--- config.mk ---
export PLATFORM = sky130hd
export DESIGN_NAME = gpio_hex_display
export DESIGN_NICKNAME = d
export VERILOG_FILES = /design/src/rtl/gpio_hex_display.sv
export SDC_FILE = /design/constraint.sdc
export NUM_CORES = 1
export LEC_CHECK = 0
export CAP_MARGIN = 10
export CORE_ASPECT_RATIO = 0.9
export CORE_UTILIZATION = 45
export DETAILED_ROUTE_END_ITERATION = 10
export PLACE_DENSITY = 0.77
export SETUP_SLACK_MARGIN = 0.1
export SKIP_CTS_REPAIR_TIMING = 1
export SLEW_MARGIN = 20
export SYNTH_ARGS = -nofsm -noshare
export SYNTH_HDL_FRONTEND = slang
export SYNTH_SLANG_ARGS = --single-unit
--- constraint.sdc ---
create_clock -name clk -period 11.95 [get_ports clk]
set_input_delay 2.39 -clock clk [delete_from_list [all_inputs] [get_ports clk]]
set_output_delay 2.39 -clock clk [all_outputs]
set_load 0.02 [all_outputs]
--- src/rtl/gpio_hex_display.sv ---
// gpio_hex_display
// Shows a 32-bit GPIO output word as eight hex digits on a multiplexed,
// common-anode seven-segment display. A scan FSM alternates a short
// all-off DEAD gap (ghost suppression) with a SHOW dwell for each digit.
// The displayed word is latched only when the scan wraps back to digit 0,
// so one frame never mixes digits from two different words.
// Every output is registered: the next-cycle drive values are decoded
// from the next-state signals and captured on the clock edge.

module gpio_hex_display #(
    parameter int TICK_CYCLES = 50000,
    parameter int DEAD_CYCLES = 2,
    parameter int BLANK_LZ    = 1
) (
    input  logic        clk,
    input  logic        rst_n,
    input  logic [31:0] value_in,
    input  logic [7:0]  dp_in,
    input  logic        enable,
    output logic [6:0]  seg_n,
    output logic        dp_n,
    output logic [7:0]  an_n,
    output logic [2:0]  digit_idx
);

    // One counter covers both the DEAD gap and the SHOW dwell, so it is
    // sized for the longer of the two (never narrower than one bit).
    localparam int MAX_CYC = (TICK_CYCLES > DEAD_CYCLES) ? TICK_CYCLES : DEAD_CYCLES;
    localparam int CNT_W   = (MAX_CYC > 1) ? $clog2(MAX_CYC) : 1;
    localparam logic [CNT_W-1:0] TICK_LOAD = CNT_W'(TICK_CYCLES - 1);
    localparam logic [CNT_W-1:0] DEAD_LOAD = CNT_W'(DEAD_CYCLES - 1);

    typedef enum logic [1:0] {
        IDLE = 2'd0,
        DEAD = 2'd1,
        SHOW = 2'd2
    } state_t;

    state_t           state_q, state_d;
    logic [CNT_W-1:0] cnt_q, cnt_d;
    logic [2:0]       idx_d;
    logic [31:0]      shadow_val_q, shadow_val_d;
    logic [7:0]       shadow_dp_q, shadow_dp_d;
    logic [7:0]       an_d;
    logic [6:0]       seg_d;
    logic             dp_d;
    logic [3:0]       nibble;
    logic             blank;

    // Active-low segment pattern for one hex nibble (bit 0 = a ... bit 6 = g).
    function automatic logic [6:0] hex_decode(input logic [3:0] n);
        logic [6:0] s;
        case (n)
            4'h0: s = 7'h40;
            4'h1: s = 7'h79;
            4'h2: s = 7'h24;
            4'h3: s = 7'h30;
            4'h4: s = 7'h19;
            4'h5: s = 7'h12;
            4'h6: s = 7'h02;
            4'h7: s = 7'h78;
            4'h8: s = 7'h00;
            4'h9: s = 7'h10;
            4'hA: s = 7'h08;
            4'hB: s = 7'h03;
            4'hC: s = 7'h46;
            4'hD: s = 7'h21;
            4'hE: s = 7'h06;
            default: s = 7'h0E;
        endcase
        return s;
    endfunction

    // True when nibbles k..7 of the word are all zero (leading-zero test).
    function automatic logic upper_zero(input logic [31:0] v, input logic [2:0] k);
        return (v >> {k, 2'b00}) == 32'd0;
    endfunction

    // Next-state logic: scan sequencing, counter reloads and frame-start latch.
    always_comb begin
        state_d      = state_q;
        cnt_d        = cnt_q;
        idx_d        = digit_idx;
        shadow_val_d = shadow_val_q;
        shadow_dp_d  = shadow_dp_q;
        if (!enable) begin
            state_d = IDLE;
            cnt_d   = '0;
            idx_d   = 3'd7;
        end else begin
            case (state_q)
                IDLE: begin
                    state_d = DEAD;
                    cnt_d   = DEAD_LOAD;
                end
                DEAD: begin
                    if (cnt_q == '0) begin
                        state_d = SHOW;
                        idx_d   = digit_idx + 3'd1;
                        cnt_d   = TICK_LOAD;
                        if (digit_idx == 3'd7) begin
                            shadow_val_d = value_in;
                            shadow_dp_d  = dp_in;
                        end
                    end else begin
                        cnt_d = cnt_q - CNT_W'(1);
                    end
                end
                SHOW: begin
                    if (cnt_q == '0) begin
                        state_d = DEAD;
                        cnt_d   = DEAD_LOAD;
                    end else begin
                        cnt_d = cnt_q - CNT_W'(1);
                    end
                end
                default: begin
                    state_d = IDLE;
                    cnt_d   = '0;
                    idx_d   = 3'd7;
                end
            endcase
        end
    end

    // Output decode from the next-state values so digit 0 of a new frame
    // already reflects the word being latched on that same edge.
    always_comb begin
        an_d   = 8'hFF;
        seg_d  = 7'h7F;
        dp_d   = 1'b1;
        nibble = shadow_val_d[{idx_d, 2'b00} +: 4];
        blank  = (BLANK_LZ != 0) && (idx_d != 3'd0) && upper_zero(shadow_val_d, idx_d);
        if (state_d == SHOW) begin
            an_d  = ~(8'b1 << idx_d);
            seg_d = blank ? 7'h7F : hex_decode(nibble);
            dp_d  = ~shadow_dp_d[idx_d];
        end
    end

    // State, counter, shadow registers and registered display drives.
    always_ff @(posedge clk or negedge rst_n) begin
        if (!rst_n) begin
            state_q      <= IDLE;
            cnt_q        <= '0;
            digit_idx    <= 3'd7;
            shadow_val_q <= 32'd0;
            shadow_dp_q  <= 8'd0;
            an_n         <= 8'hFF;
            seg_n        <= 7'h7F;
            dp_n         <= 1'b1;
        end else begin
            state_q      <= state_d;
            cnt_q        <= cnt_d;
            digit_idx    <= idx_d;
            shadow_val_q <= shadow_val_d;
            shadow_dp_q  <= shadow_dp_d;
            an_n         <= an_d;
            seg_n        <= seg_d;
            dp_n         <= dp_d;
        end
    end

endmodule

==> metrics.cfg <==
[power]
p_comb_frac = 0.575
pwr-share-seq = 0.291
swShare = 0.437
vdd_drop_max_mv = 0.243
power.leakage_uw = 0.00220
power.internal_uw = 833
p_sw_uw = 645
pwr-share-clk = 0.133
powerDensity_nw_per_um2 = 304

[die]
start_util = 0.463
die_h_microns = 91.0
io_pins = 62
fp.dieW_microns = 101
die_area_sq_um = 9190
core_sq_um = 8570
num_rows = 32

[synthesis]
synth_area_per_cell_sq_um = 10.1
seq_area_frac_synth = 0.492
synth_area_sq_um = 3960
ys_warn_count = 0
ys_ff_latch = 77
synth_commonest_cells = nand2_1, dfrtp_1, nor2_1, mux2_2, mux2i_1
syn_inst = 394
synthArstFlopShare = 1.00
yosysTopAreaCellShare = 0.366
ys.flop_type = dfrtp_1
syn_nets = 447
ys_types = 49
synthTopCellsByArea = dfrtp_1, dfstp_2, mux2_2
synth_top_area_cell = dfrtp_1
synth-edff-count = 0
yosysMostFrequentCell = nand2_1

[setup_path]
rr_worst_depth = 12
arrival_ns = 6.23
worstReg2RegEnd = seg_n[1]
crit_path_cell_trace = clkdlybuf4s50_1, and3_1, and2_1, buf_4, mux2_2, mux2i_1, mux2i_1, o221ai_1, inv_1, o41a_1, o311ai_1
crit_required_ns = 12.21
r2r_slack_ns = 7.18
crit_type = in -> reg
r2r_start = cnt_q[10]
cp_max_fo = 43
critical_path.max_stage_delay_ns = 0.84
end_kind = flop
crit_top_cell = mux2i_1
startpoint_type = primary input
slowest_stage = o221ai_1

[timing]
rsz0062_at_grt = false
hold_viol = 0
max_clock_freq_mhz = 167
setup_viol = 0
slew_viol_final = 0
min_period_ns = 5.97
worst_pin_slew_ns = 1.03
skew_ns = 0.00920
fin_tns_setup_ns = 0
period_share = 0.500
maxSlewHeadroom = 0.314

[drt]
vias = 3130
drt_pre_antenna_iters = 4
antenna_left = 0
drc = 0
finalWirelength_mm = 9.24
viasPerCell = 5.42
drt-initial-drc-count = 146
avgRoutedWirePerCell_microns = 16.0

[run]
cap_violations = 0

[final_layout]
layout-drive-gt1-share = 0.170
seqCellArea_sq_um = 1950
fin_nets = 506
multiInputGateArea_sq_um = 1890
fill_cells = 752
area_delta_synth_final_pct = 22.8
final_util = 0.568
n_antenna_cell = 0

[worst_hold_path]
hp-start = shadow_val_q[7]
min_path_type = reg -> reg
holdPathEnd = shadow_val_q[7]
hold_depth = 2

[global_route]
use_met1 = 0.286
met2_usage = 0.354
grt_pass1_vias = 3252
grt_pass1_wl_mm = 15.6
grt_max_degree = 78
busiest_layer = met2
gr-total-overflow = 0
antenna_found_initial = 0
track_usage = 0.221
gr-usage-met3 = 0.0531

[cts]
clk_latency_ns = 0.36
clock-sinks = 77
clkTransAtPathRegs_ns = 0.08
htree_levels = 3
cts_buffers = 9
root_buffer = clkbuf_8
cts_tree = built
cts_buffer_depth = 2

[placement]
place.detailed.hpwl_mm = 6.55
gp_congestion = 0.873
io_buffers = 61

[outcome]
status = finished clean

[worst max-delay path by stage]
| stage | startpoint | endpoint |
|---|---|---|
| after detailed placement | enable | seg_n[1] |
| after global placement | enable | seg_n[1] |
| final | enable | seg_n[1] |
| after CTS | enable | seg_n[5] |
| after floorplan | enable | seg_n[1] |
| after global routing | enable | seg_n[5] |
[flip-flops by register name (all words and copies together) (netlist names)]
name / cells
shadow_val_q: 32
cnt_q: 16
an_n: 8
shadow_dp_q: 8
seg_n: 7
digit_idx: 3
state_q: 2
dp_n: 1
[power groups by stage]
stage | combinational [uW] | sequential, uW | clock [uW]
after floorplan | 640 | 437 | 0
after global placement | 815 | 430 | 0
after detailed placement | 842 | 432 | 0
after CTS | 847 | 429 | 200
after global routing | 952 | 442 | 213
final | 850 | 431 | 197
[per-stage QoR]
stage                     total power (uW)  cell area (sq um)  setup WS, ns  hold slack (ns)  std cells
after floorplan                       1080               3960          6.90            0.429        394
after global placement                1240               4670          5.78            0.446        561
after detailed placement              1270               4670          5.65            0.456        561
after CTS                             1480               4870          6.00            0.473        577
after global routing                  1610               4870          5.72            0.504        577
final                                 1480               4870          5.98            0.463        577
[cell usage in the layout, fill, tap and decap left out, drive strengths merged, types with 5 or more instances in the layout]
cell type / count
nand2: 75
clkdlybuf4s50: 60
dfrtp: 58
nor2: 32
mux2: 31
mux2i: 20
a21oi: 19
dfstp: 19
inv: 17
ha: 10
o21ai: 10
clkbuf: 10
nor3: 9
nor4: 8
nand3: 8
xnor2: 7
xor2: 6
and2: 5
o211ai: 5
or4: 5
buf: 5
[area by class of cell]
cell class              count  share of cell area
clock buffers              10              0.0306
clock inverters             6              0.0100
inverters                  12             0.00925
multi-input cells         288               0.388
flip-flops and latches     77               0.401
well taps                 119              0.0306
repair buffers             65               0.131
[layer usage]
layer	share of wire	vias up
li1	-	1493
met1	0.45	1540
met2	0.48	73
met3	0.047	24
met4	0.028	0
met5	0	-
[critical path: cells and delay by family]
| kind | cells | cell delay, ns |
|---|---|---|
| AO/OA/AOI/OAI | 3 | 1.55 |
| multiplexers | 3 | 0.66 |
| AND/OR/NAND/NOR | 2 | 0.42 |
| buffers and inverters | 3 | 1.20 |
[cell families (layout without fill, tap and decap cells)]
logic type | after synthesis | count (layout) | synth area share
AOI/OAI and AO/OA | 52 | 52 | 0.0862
xor gates and xnor gates | 13 | 13 | 0.0287
adders and majority gates | 10 | 10 | 0.0316
buffers and inverters | 29 | 93 | 0.0325
DFF | 77 | 77 | 0.492
muxes | 51 | 51 | 0.139
and+or+nand+nor | 162 | 162 | 0.190
No activity file was read; power rests on OpenSTA's default activity.
